==> config.mk <==
export PLATFORM = sky130hd
export DESIGN_NAME = uart_rx_os
export DESIGN_NICKNAME = d
export VERILOG_FILES = /design/src/rtl/uart_pkg.sv /design/src/rtl/uart_sync2.sv /design/src/rtl/uart_rx_os.sv
export SDC_FILE = /design/constraint.sdc
export NUM_CORES = 1
export LEC_CHECK = 0
export ABC_AREA = 1
export CAP_MARGIN = 20
export CORE_MARGIN = 8
export CORE_UTILIZATION = 61
export DETAILED_ROUTE_END_ITERATION = 8
export MAX_ROUTING_LAYER = met4
export PLACE_DENSITY = 0.84
export SYNTH_ARGS = -nofsm -noshare
export SYNTH_HDL_FRONTEND = slang
export SYNTH_SLANG_ARGS = --single-unit
==> constraint.sdc <==
create_clock -name UCLK -period 3.24 [get_ports UCLK]
set_clock_uncertainty 0.05 [all_clocks]
set_input_delay 0.648 -clock UCLK [delete_from_list [all_inputs] [get_ports UCLK]]
set_output_delay 0.648 -clock UCLK [all_outputs]
set_load 0.02 [all_outputs]
==> src/rtl/uart_pkg.sv <==
// Shared UART types and constants: receiver FSM states, parity modes, default oversample ratio.
// Pure declarations, no logic, so no latency or flow-control behaviour.
package uart_pkg;

   typedef enum logic [2:0] {
      WAIT_HIGH,
      IDLE,
      START,
      DATA,
      PARITY,
      STOP
   } rx_state_t;

   localparam int PARITY_NONE = 0;
   localparam int PARITY_ODD  = 1;
   localparam int PARITY_EVEN = 2;

   localparam int OVERSAMPLE_DEFAULT = 16;

endpackage

==> src/rtl/uart_sync2.sv <==
// Two-flop synchronizer for one asynchronous bit, with a selectable reset value.
// Latency 2 UCLK; no flow control, the input is sampled every cycle.
module uart_sync2 #(
   parameter logic RESET_VAL = 1'b0
) (
   input  logic UCLK,
   input  logic reset,
   input  logic d,
   output logic q
);

   logic meta;

   always_ff @(posedge UCLK) begin
      if (reset) begin
         meta <= RESET_VAL;
         q    <= RESET_VAL;
      end else begin
         meta <= d;
         q    <= meta;
      end
   end

endmodule

==> src/rtl/uart_rx_os.sv <==
// Oversampling UART receiver: one word plus framing/parity status per frame; done pulses 1 UCLK after the stop-bit sample.
// Never stalls and has no ready input; the consumer must accept each rx_done_tick or lose the word.
module uart_rx_os
   import uart_pkg::*;
#(
   parameter int DATA_WIDTH  = 8,
   parameter int OVERSAMPLE  = OVERSAMPLE_DEFAULT,
   parameter int PARITY_MODE = PARITY_NONE
) (
   input  logic                  UCLK,
   input  logic                  reset,
   input  logic                  s_tick,
   input  logic                  rx,
   output logic [DATA_WIDTH-1:0] rx_dout,
   output logic                  rx_done_tick,
   output logic                  frame_err,
   output logic                  parity_err
);

   localparam int SW = $clog2(OVERSAMPLE);
   localparam int NW = (DATA_WIDTH > 1) ? $clog2(DATA_WIDTH) : 1;
   localparam logic [SW-1:0] S_HALF = SW'(OVERSAMPLE / 2 - 1);
   localparam logic [SW-1:0] S_LAST = SW'(OVERSAMPLE - 1);
   localparam logic [NW-1:0] N_LAST = NW'(DATA_WIDTH - 1);
   localparam logic          PAR_EXP = (PARITY_MODE == PARITY_ODD);

   logic                  rx_s;
   rx_state_t             state_q, state_n;
   logic [SW-1:0]         s_cnt_q, s_cnt_n;
   logic [NW-1:0]         n_cnt_q, n_cnt_n;
   logic [DATA_WIDTH-1:0] sh_q, sh_n;
   logic                  par_q, par_n;
   logic                  perr_q, perr_n;
   logic [DATA_WIDTH-1:0] dout_q, dout_n;
   logic                  done_q, done_n;
   logic                  ferr_q, ferr_n;
   logic                  perr_o_q, perr_o_n;

   // Resetting to 0 forces a genuine idle-high line to be seen before any start bit.
   uart_sync2 #(.RESET_VAL(1'b0)) u_sync_rx (
      .UCLK  (UCLK),
      .reset (reset),
      .d     (rx),
      .q     (rx_s)
   );

   always_ff @(posedge UCLK) begin
      if (reset) begin
         state_q  <= WAIT_HIGH;
         s_cnt_q  <= '0;
         n_cnt_q  <= '0;
         sh_q     <= '0;
         par_q    <= 1'b0;
         perr_q   <= 1'b0;
         dout_q   <= '0;
         done_q   <= 1'b0;
         ferr_q   <= 1'b0;
         perr_o_q <= 1'b0;
      end else begin
         state_q  <= state_n;
         s_cnt_q  <= s_cnt_n;
         n_cnt_q  <= n_cnt_n;
         sh_q     <= sh_n;
         par_q    <= par_n;
         perr_q   <= perr_n;
         dout_q   <= dout_n;
         done_q   <= done_n;
         ferr_q   <= ferr_n;
         perr_o_q <= perr_o_n;
      end
   end

   always_comb begin
      state_n  = state_q;
      s_cnt_n  = s_cnt_q;
      n_cnt_n  = n_cnt_q;
      sh_n     = sh_q;
      par_n    = par_q;
      perr_n   = perr_q;
      dout_n   = dout_q;
      done_n   = 1'b0;
      ferr_n   = ferr_q;
      perr_o_n = perr_o_q;
      case (state_q)
         WAIT_HIGH: begin
            if (rx_s) state_n = IDLE;
         end
         IDLE: begin
            if (!rx_s) begin
               state_n = START;
               s_cnt_n = '0;
            end
         end
         START: begin
            if (s_tick) begin
               if (s_cnt_q == S_HALF) begin
                  // A line that is high again at mid start bit was only a glitch.
                  if (!rx_s) begin
                     state_n = DATA;
                     s_cnt_n = '0;
                     n_cnt_n = '0;
                     par_n   = 1'b0;
                     perr_n  = 1'b0;
                  end else begin
                     state_n = IDLE;
                  end
               end else begin
                  s_cnt_n = s_cnt_q + 1'b1;
               end
            end
         end
         DATA: begin
            if (s_tick) begin
               if (s_cnt_q == S_LAST) begin
                  sh_n    = DATA_WIDTH'({rx_s, sh_q} >> 1);
                  par_n   = par_q ^ rx_s;
                  s_cnt_n = '0;
                  if (n_cnt_q == N_LAST)
                     state_n = (PARITY_MODE != PARITY_NONE) ? PARITY : STOP;
                  else
                     n_cnt_n = n_cnt_q + 1'b1;
               end else begin
                  s_cnt_n = s_cnt_q + 1'b1;
               end
            end
         end
         PARITY: begin
            if (s_tick) begin
               if (s_cnt_q == S_LAST) begin
                  perr_n  = ((par_q ^ rx_s) != PAR_EXP);
                  s_cnt_n = '0;
                  state_n = STOP;
               end else begin
                  s_cnt_n = s_cnt_q + 1'b1;
               end
            end
         end
         STOP: begin
            if (s_tick) begin
               if (s_cnt_q == S_LAST) begin
                  dout_n   = sh_q;
                  done_n   = 1'b1;
                  ferr_n   = ~rx_s;
                  perr_o_n = perr_q;
                  s_cnt_n  = '0;
                  // A low stop bit may be a break; wait for idle before hunting a start.
                  state_n  = rx_s ? IDLE : WAIT_HIGH;
               end else begin
                  s_cnt_n = s_cnt_q + 1'b1;
               end
            end
         end
         default: state_n = WAIT_HIGH;
      endcase
   end

   assign rx_dout      = dout_q;
   assign rx_done_tick = done_q;
   assign frame_err    = ferr_q;
   assign parity_err   = perr_o_q;

endmodule
Word level (Yosys, flattened, before mapping) --
Index checks and enable logic that the tools add are counted. Widths: inputs -> output; s select.
Word-level totals: bits of input ports 4, bits in registers 33, word-level logic and storage cells 88, output and inout port bits 11
Cells by class: reduce and logical (&&, ||, !) cells 13, mux-type cells 35, bitwise gates (word level) 4, $add $sub $neg 2, equal/unequal tests 22
Operator list (count):
- $mux 3 | 17
- $ne 2x2->1 const B | 12
- $mux 4 | 5
- $pmux 3 s6 | 1
- $pmux 4 s3 | 1
- $reduce_and 6->1 | 2
- $reduce_and 11->1 | 1
- $eq 3x3->1 const B | 3
- $reduce_and 3->1 | 3
- $mux 1 | 7
- $reduce_and 7->1 | 1
- $eq 3x2->1 const B | 2
- $pmux 3 s2 | 1
- $reduce_or 3->1 | 2
- $add 4x1->4 const B | 1
- $eq 4x3->1 const B | 1
- $eq 4x4->1 const B | 1
- $ne 2x1->1 const B | 2
- $pmux 1 s2 | 2
- $reduce_bool 2->1 | 2
- $add 3x1->3 const B | 1
- $eq 3x1->1 const B | 1
- $logic_not 3->1 | 1
- $not 1->1 | 3
- other kinds (3) | 3

Logic depth before layout (Yosys ltp) --
Gate-level depths: netlist of the first run.
depth in word-level cells 5, mapped depth 11, depth with buffers taken out 11

Hierarchy --
From an unflattened synthesis of the first run, not the netlist that was laid out.
Second synthesis, totals: cells, all modules 235, area, all modules 1602.8 um^2
By module, submodules not included:
- uart_rx_os | instances 1, seq. area each 620.6 um^2, area each 1547.7 um^2, cells each 229
- uart_sync2 | instances 1, seq. area each 40.0 um^2, area each 55.1 um^2, cells each 6

Least setup slack after synthesis of the first run --
OpenSTA, ideal clock, no wires.
path type input port to flip-flop, start point input s_tick, end point register sh_q[7], data required time 3070 ps, path buffers 0, path slack 1695 ps, stages on the path 6, arrival 1375 ps, setup time 120 ps, cells stage by stage inv_1 -> nor2_1 -> nand2_2 -> clkinv_1 -> o21ai_0 -> a21oi_1
On the way: longest elaborated chain between the ends 1
RTL lines:
- from (decl) | RTL line uart_rx_os.sv:12 | input logic s_tick,
- $reduce_and 3->1 (no line)
- to (signal assigned) | RTL line uart_rx_os.sv:63 | sh_q <= sh_n;
- to (decl) | RTL line uart_rx_os.sv:31 | logic [DATA_WIDTH-1:0] sh_q, sh_n;
No other way between the ends. A chain may end at the register's enable or synchronous reset.

Worst setup path after layout of the first run --
start point input s_tick, end point register ferr_q, in the netlist frame_err
On the way: longest elaborated chain between the ends 1
RTL lines:
- $reduce_and 3->1 (no line)
- to (signal assigned) | RTL line uart_rx_os.sv:68 | ferr_q <= ferr_n;
- to (decl) | RTL line uart_rx_os.sv:36 | logic ferr_q, ferr_n;
No other way between the ends.

==> results of run 1 <==
## final timing paths
check | endpoint | slack (ns) | cells past startpoint
worst max-delay path | frame_err$_SDFFE_PP0P_ | 1.04 | 7
worst min-delay path | u_sync_rx.q$_SDFF_PP0_ | 0.36 | 2
worst max register to register | frame_err$_SDFFE_PP0P_ | 1.13 | 7
worst min register to register | u_sync_rx.q$_SDFF_PP0_ | 0.36 | 2
## layout make-up
class / instances / area [µm²] / share of cell area (%)
Clock buffer: 7 / 55.1 / 2.86
Sequential cell: 33 / 661 / 34.4
Inverter: 19 / 73.8 / 3.84
Multi-Input combinational cell: 187 / 925 / 48.1
Tap cell: 31 / 38.8 / 2.02
Clock inverter: 1 / 30.0 / 1.56
Timing Repair Buffer: 14 / 140 / 7.29
## registers in the layout (all words and copies together), names as in the netlist
register	flops
rx_dout	8
sh_q	8
s_cnt_q	4
n_cnt_q	3
state_q	3
frame_err	1
par_q	1
parity_err	1
perr_q	1
rx_done_tick	1
u_sync_rx.meta	1
u_sync_rx.q	1
## Yosys cell counts (all sizes together)
| cell | n |
|---|---|
| ha | 3 |
| nand3 | 21 |
| nor2 | 66 |
| clkinv | 1 |
| a21oi | 13 |
| inv | 18 |
| o21ai | 29 |
| buf | 6 |
| clkbuf | 3 |
| xor2 | 1 |
| a31oi | 1 |
| nand4 | 2 |
| dfxtp | 33 |
| nand2 | 51 |
## kinds of logic after synthesis
family	after synthesis	share of synthesized area, %
buf+inv	28	7.38
fa+ha+maj	3	2.19
simple gates	140	37.8
flops	33	38.6
xor+xnor	1	0.512
compound gates	43	13.5
## routing by layer
layer / track usage (%) / up-vias / part of all wire [%]
li1: - / 825 / -
met2: 25.9 / 45 / 44
met4: 6.02 / 0 / 0.97
met1: 20.4 / 671 / 47
met5: - / - / 0
met3: 5.82 / 4 / 7.5
## through the flow
stage | worst slack [ns] | instances
floorplan | 1.69 | 248
global placement | 0.795 | 284
detailed placement | 0.715 | 284
CTS | 1.06 | 292
global route | 0.886 | 292
finish | 1.04 | 292
## worst min-delay path, delay by kind of cell, from the launching register on
kind | cells | cell delay (ns)
flops | 1 | 0.31
simple gates | 1 | 0.03
buf+inv | 1 | 0.04
## power groups by stage
stage	Sequential, mW	Clock [mW]	Combinational, mW
floorplan	0.481	0	0.354
global placement	0.511	0	0.377
detailed placement	0.512	0	0.383
CTS	0.503	0.327	0.385
global route	0.508	0.342	0.437
finish	0.502	0.324	0.386
==> out/qor.yml, run 1 <==
cts_setup_buffers: 0
tightest_slew_ns: 0.650
final-hold-violation-count: 0
die_x_um: 69.0
n_antenna_cell: 0
crit_path_max_fanout: 11
antenna_found_initial: 0
hold_buffers: 0
syn_area_um2: 1710
status: "finished, final reports clean"
cts_tree: "yes"
post_cts_resized: 0
ant_nets: 0
final_max_slew_viol_count: 0
p_sw_share_pct: 37.1
clock_latency_ns: 0.33
combPwrFrac_pct: 31.9
slew-limit-headroom_pct: 56.7
num_vias: 1545
fmax_ghz: 0.454
syn_inst: 248
vdd_ir_drop_max_mv: 0.482
synth-seq-cells: 33
synth_top_cell_by_area: "dfxtp_1"
grt_start_max_net_pins: 26
syn_avg_cell_area_um2: 6.90
placement.io_buffers: 14
ys_types: 26
critPathTopFamily: "buffers and inverters"
rsz0062_at_grt: "no"
die-height_um: 69.0
root_buffer: "clkbuf_4"
clkSinkCount: 33
die_area_um2: 4760
drc_errors: 0
grt_overflow: 0
crit_required_ns: 3.46
cpMostUsedCell: "inv_1"
htree_levels: 2
clk_path_buf_depth: 2
postPlaceCellArea_um2: 1840
reg2reg_from: "s_cnt_q[1]$_SDFFE_PP0P_"
core_um2: 2710
synth.area.top_cells: "dfxtp_1 (39%), nor2_1 (13%), nand2_1 (9.6%), o21ai_0 (6.1%), nand3_1 (5.6%)"
drt_pre_antenna_iters: 4
cp.buffers_inverters: 3
min_period_ns: 2.20
internal_power_mw: 0.763
drive_gt1_share_pct: 11.1
nets: 267
worstHoldStart: "u_sync_rx.meta$_SDFF_PP0_"
final_common_cell: "nor2_1"
power.total_mw: 1.21
wl_per_cell_um: 12.0
avgViaCountPerCell: 5.29
routed_wl_um: 3510
yosysTopAreaCellShare_pct: 38.6
final_util_pct: 71.0
ys_warn_count: 0
place_congestion: 0.919
numCtsBuffers: 5
ys_seq_area_share_pct: 38.6
fin_crit_sh_pct: 68.0
layout_common_cells: "nor2_1 (57), nand2_1 (44), dfxtp_1 (33)"
worst_ep_arrival_time_ns: 2.42
rows: 19
whs_ns: 0.358
startpoint_type: "input port"
switchingPower_mw: 0.449
seq_power_share_pct: 41.4
grtUsageTotal_pct: 17.0
setup_viol: 0
tns_ns: 0
cpPeakStageDelay_ns: 0.52
drtIter0Drc: 98
cp_cell_sequence: "clkdlybuf4s50_1 > inv_1 > nor2_1 > nand3_1 > inv_1 > o21ai_0 > a21oi_1"
num_io_pins: 15
critPathKind: "in2reg"
syn2layout_area_growth_pct: 12.4
clk_pin_slew_ns: 0.10
end_kind: "flop"
crit_path_top_delay_cell: "clkdlybuf4s50_1"
nFillCells: 236
place_hpwl_um: 2560
cp-startpoint: "s_tick"
drv_cap: 0
powerDensity_nw_per_um2: 630
grt_pass1_vias: 1356
hold_class: "reg2reg"
grt_pass1_wl_um: 5930
power.leakage_nw: 0.807
synth_fp_nets: 255
p_clk_share_pct: 26.7
start_util_pct: 63.2
post-route-cell-area_um2: 1920
(Power assumes the default switching activity.)
==> inputs of run 2 (changes only) <==
--- a/config.mk
+++ b/config.mk
@@ -8,10 +8,10 @@
 export ABC_AREA = 1
 export CAP_MARGIN = 20
 export CORE_MARGIN = 8
-export CORE_UTILIZATION = 61
+export CORE_UTILIZATION = 51
 export DETAILED_ROUTE_END_ITERATION = 8
 export MAX_ROUTING_LAYER = met4
-export PLACE_DENSITY = 0.84
+export PLACE_DENSITY = 0.75
 export SYNTH_ARGS = -nofsm -noshare
 export SYNTH_HDL_FRONTEND = slang
 export SYNTH_SLANG_ARGS = --single-unit
==> constraint.sdc (replaced) <==
create_clock -name UCLK -period 2 [get_ports UCLK]
set_clock_uncertainty 0.05 [all_clocks]
set_input_delay 0.4 -clock UCLK [delete_from_list [all_inputs] [get_ports UCLK]]
set_output_delay 0.4 -clock UCLK [all_outputs]
set_load 0.02 [all_outputs]
==> run 2 against run 1 <==
Compared with the run above:
- worst setup slack got worse by 0.78 ns
- sequential power increased by 59%
- wire length decreased by 1.9%
- utilization fell by 11 points
- die area up 15%
- sequential cell count is the same
- total power rose by 52%
- global-route usage decreased by 2.2 points
- clock-buffer cell count unchanged
- critical path depth fell by 6
- largest cell class unchanged
- highest routed layer unchanged
==> out/qor.yml, run 2 (synthesized netlist as in run 1, its figures left out) <==
power.total_mw: 1.84
drtIter0Drc: 117
regToRegEndpoint: "n_cnt_q[2]$_SDFFE_PP0P_"
clk_pin_slew_ns: 0.09
n_antenna_cell: 0
num_vias: 1552
grt_pass1_vias: 1430
numCtsBuffers: 5
critical_path.endpoint: "rx_dout[5]"
whs_ns: 0.365
critPathKind: "reg2out"
wl_per_cell_um: 11.0
reg2reg_slack_ns: 0.32
root_buffer: "clkbuf_4"
tightest_slew_ns: 0.425
rows: 21
syn2layout_area_growth_pct: 15.2
startpoint_type: "flop"
hold_class: "reg2reg"
nFillCells: 322
core_um2: 3280
setup_viol: 0
drt_pre_antenna_iters: 4
grtUsageTotal_pct: 14.8
final-hold-violation-count: 0
ant_nets: 0
powerDensity_nw_per_um2: 934
cp-startpoint: "rx_dout[5]$_SDFFE_PP0P_"
clk_path_buf_depth: 2
place_hpwl_um: 2610
grt_pass1_wl_um: 6260
start_util_pct: 52.1
slew-limit-headroom_pct: 71.7
cp_cell_sequence: "clkdlybuf4s50_1"
final_max_slew_viol_count: 0
cp.buffers_inverters: 1
layout_common_cells: "nor2_1 (57), nand2_1 (44), dfxtp_1 (33)"
min_period_ns: 1.74
drc_errors: 0
rsz0062_at_grt: "no"
post_cts_resized: 0
end_kind: "output pin"
critPathTopFamily: "buffers and inverters"
worstSetupPathDepth: 1
routed_wl_um: 3440
antenna_found_initial: 0
drive_gt1_share_pct: 13.4
htree_levels: 2
crit_required_ns: 1.55
place_congestion: 0.927
cts_setup_buffers: 0
drv_cap: 0
placement.io_buffers: 14
clkSinkCount: 33
grt_overflow: 0
die_x_um: 73.9
vdd_ir_drop_max_mv: 0.497
crit_path_max_fanout: 2
final_common_cell: "nor2_1"
hold_buffers: 0
reg2reg_from: "s_cnt_q[1]$_SDFFE_PP0P_"
die_area_um2: 5470
nets: 275
die-height_um: 73.9
crit_path_top_delay_cell: "clkdlybuf4s50_1"
num_io_pins: 15
avgViaCountPerCell: 4.94
r2r_cells: 9
worst_ep_arrival_time_ns: 1.29
fin_crit_sh_pct: 86.9
tns_ns: 0
grt_start_max_net_pins: 26
power.leakage_nw: 0.832
cts_tree: "yes"
status: "finished, final reports clean"
cpPeakStageDelay_ns: 0.61
fmax_ghz: 0.576
clock_latency_ns: 0.34
run 2: cell count changes in the layout (fill, tap and decap cells not counted), sizes merged:
cell    previous run  this run
bufinv             1         0
buf                0         8
run 2: stage by stage:
stage | util [%] | worst slack [ns] | area (µm²) | std cells
2_1_floorplan | - | 0.517 | 1710 | 248
3_3_place_gp | 58.4 | 0.0899 | 1920 | 307
3_5_place_dp | 58.4 | 0.0831 | 1920 | 307
4_1_cts | 60.0 | 0.239 | 1970 | 314
5_1_grt | 60.0 | 0.112 | 1970 | 314
6_report | 60.0 | 0.263 | 1970 | 314
run 2: layout make-up:
cell class,count,area (µm²),share of cell area [%]
flip-flops and latches,33,661,33.5
clock buffers,7,55.1,2.79
repair buffers,22,200,10.2
inverters,19,73.8,3.74
multi-input cells,187,925,46.9
well taps,46,57.6,2.92
run 2: power breakdown:
group	switching, mW	internal [mW]
combinational	0.428	0.238
clock	0.212	0.166
sequential	0.0761	0.721
run 2: routing by layer:
metal / vias to the layer above / global-route usage, % / routed length [µm]
li1: 835 / - / -
met1: 683 / 18.6 / 1720
met5: - / - / 0
met2: 27 / 21.9 / 1500
met3: 7 / 4.31 / 171
met4: 0 / 5.32 / 53
run 2: how the worst min path moves through the flow:
stage                                         start                endpoint  slack [ns]  cells past startpoint
after floorplan           u_sync_rx.meta$_SDFF_PP0_  u_sync_rx.q$_SDFF_PP0_        0.34                      2
after global placement    u_sync_rx.meta$_SDFF_PP0_  u_sync_rx.q$_SDFF_PP0_        0.34                      2
after detailed placement  u_sync_rx.meta$_SDFF_PP0_  u_sync_rx.q$_SDFF_PP0_        0.35                      2
after CTS                 u_sync_rx.meta$_SDFF_PP0_  u_sync_rx.q$_SDFF_PP0_        0.37                      2
after global routing      u_sync_rx.meta$_SDFF_PP0_  u_sync_rx.q$_SDFF_PP0_        0.40                      2
final                     u_sync_rx.meta$_SDFF_PP0_  u_sync_rx.q$_SDFF_PP0_        0.36                      2
==> inputs of run 3 (changes only) <==
--- a/config.mk
+++ b/config.mk
@@ -11,7 +11,8 @@
 export CORE_UTILIZATION = 51
 export DETAILED_ROUTE_END_ITERATION = 8
 export MAX_ROUTING_LAYER = met4
-export PLACE_DENSITY = 0.75
+export PLACE_DENSITY = 0.77
+export RECOVER_POWER = 100
 export SYNTH_ARGS = -nofsm -noshare
 export SYNTH_HDL_FRONTEND = slang
 export SYNTH_SLANG_ARGS = --single-unit
==> run 3 against run 2 <==
Compared with the run above:
- cell area is 0.57% higher
- critical endpoint is now s_cnt_q[3]$_SDFFE_PP0P_
- via count grew 2.1%
- clock-buffer cell count fell by 2
- largest power group unchanged
- final cell count stayed put
==> out/qor.yml, run 3 (synthesized netlist as in run 1, its figures left out) <==
status: "finished, final reports clean"
clkSinkCount: 33
place_hpwl_um: 2570
rows: 21
start_util_pct: 52.1
final_common_cell: "nor2_1"
power.leakage_nw: 0.882
root_buffer: "clkbuf_4"
fin_crit_sh_pct: 91.2
end_kind: "flop"
nets: 274
antenna_found_initial: 0
powerDensity_nw_per_um2: 1030
grt_pass1_wl_um: 6150
cts_tree: "yes"
place_congestion: 0.939
min_period_ns: 1.82
cpPeakStageDelay_ns: 0.57
grt_pass1_vias: 1356
r2r_cells: 7
rsz0062_at_grt: "no"
hold_buffers: 0
die_x_um: 73.9
wl_per_cell_um: 11.3
drv_cap: 0
fmax_ghz: 0.548
num_vias: 1585
numCtsBuffers: 5
drc_errors: 0
nFillCells: 325
slew-limit-headroom_pct: 72.1
core_um2: 3280
drive_gt1_share_pct: 11.6
n_antenna_cell: 0
final_max_slew_viol_count: 0
final-hold-violation-count: 0
worst_ep_arrival_time_ns: 2.00
tns_ns: 0
post_cts_resized: 0
placement.io_buffers: 14
ant_nets: 0
grt_start_max_net_pins: 26
vdd_ir_drop_max_mv: 0.758
cp_cell_sequence: "nand3_1 > nand2_1 > nor2_4 > o21ai_2 > nand2_1 > nor2_1 > nor2_1"
clk_pin_slew_ns: 0.11
drt_pre_antenna_iters: 4
routed_wl_um: 3540
syn2layout_area_growth_pct: 15.9
crit_path_top_delay_cell: "dfxtp_1"
crit_required_ns: 2.18
drtIter0Drc: 138
critPathKind: "reg2reg"
cts_setup_buffers: 0
hold_path_depth: 2
grtUsageTotal_pct: 14.7
die_area_um2: 5470
clock_latency_ns: 0.34
crit_path_max_fanout: 8
htree_levels: 2
avgViaCountPerCell: 5.05
tightest_slew_ns: 0.418
startpoint_type: "flop"
layout_common_cells: "nor2_1 (58), nand2_1 (47), dfxtp_1 (33)"
clk_path_buf_depth: 2
die-height_um: 73.9
whs_ns: 0.357
grt_overflow: 0
setup_viol: 0
hold_class: "reg2reg"
num_io_pins: 15
## run 3: cell count changes in the layout (fill, tap and decap cells not counted), sizes merged
cell,previous run,this run
buf,8,5
bufinv,0,2
clkdlybuf4s50,14,2
clkinv,1,2
dlygate4sd3,0,12
## run 3: layer usage
metal | vias up | GRT usage, % | routed length, µm
met5 | - | - | 0
met4 | 0 | 4.43 | 52
met3 | 7 | 4.99 | 173
met2 | 36 | 21.1 | 1620
met1 | 710 | 18.8 | 1690
li1 | 832 | - | -
## run 3: through the flow
step	total power, mW	util, %	instances	setup slack [ns]	area, µm²
finish	2.03	60.4	314	0.175	1980
global route	2.18	60.4	314	0.0426	1980
CTS	2.08	61.3	314	0.232	2010
detailed placement	1.46	58.1	306	0.143	1910
global placement	1.45	58.1	306	0.169	1910
floorplan	1.35	-	248	0.517	1710
## run 3: final timing paths
kind	startpoint	endpoint	slack, ns
setup / recovery	state_q[1]$_SDFFE_PP0P_	s_cnt_q[3]$_SDFFE_PP0P_	0.18
hold reg to reg	u_sync_rx.meta$_SDFF_PP0_	u_sync_rx.q$_SDFF_PP0_	0.36
hold / removal	u_sync_rx.meta$_SDFF_PP0_	u_sync_rx.q$_SDFF_PP0_	0.36
setup reg to reg	state_q[1]$_SDFFE_PP0P_	s_cnt_q[3]$_SDFFE_PP0P_	0.18
## run 3: cell type report
cell class | instances | area [µm²] | area share (%)
Clock buffer | 5 | 37.5 | 1.89
Clock inverter | 3 | 65.1 | 3.28
Inverter | 19 | 73.8 | 3.72
Multi-Input combinational cell | 187 | 902 | 45.5
Sequential cell | 33 | 661 | 33.3
Tap cell | 46 | 57.6 | 2.90
Timing Repair Buffer | 21 | 186 | 9.40
## run 3: worst max-delay path, delay by kind of cell, from the launching register on
kind	cells	cell delay, ns
and+or+nand+nor	6	0.84
DFF	1	0.57
AOI/OAI and AO/OA	1	0.25
## run 3: power breakdown
part	switching [mW]	leakage, nW	internal (mW)
combinational	0.398	0.560	0.208
sequential	0.0936	0.267	0.721
clock	0.225	0.0552	0.387
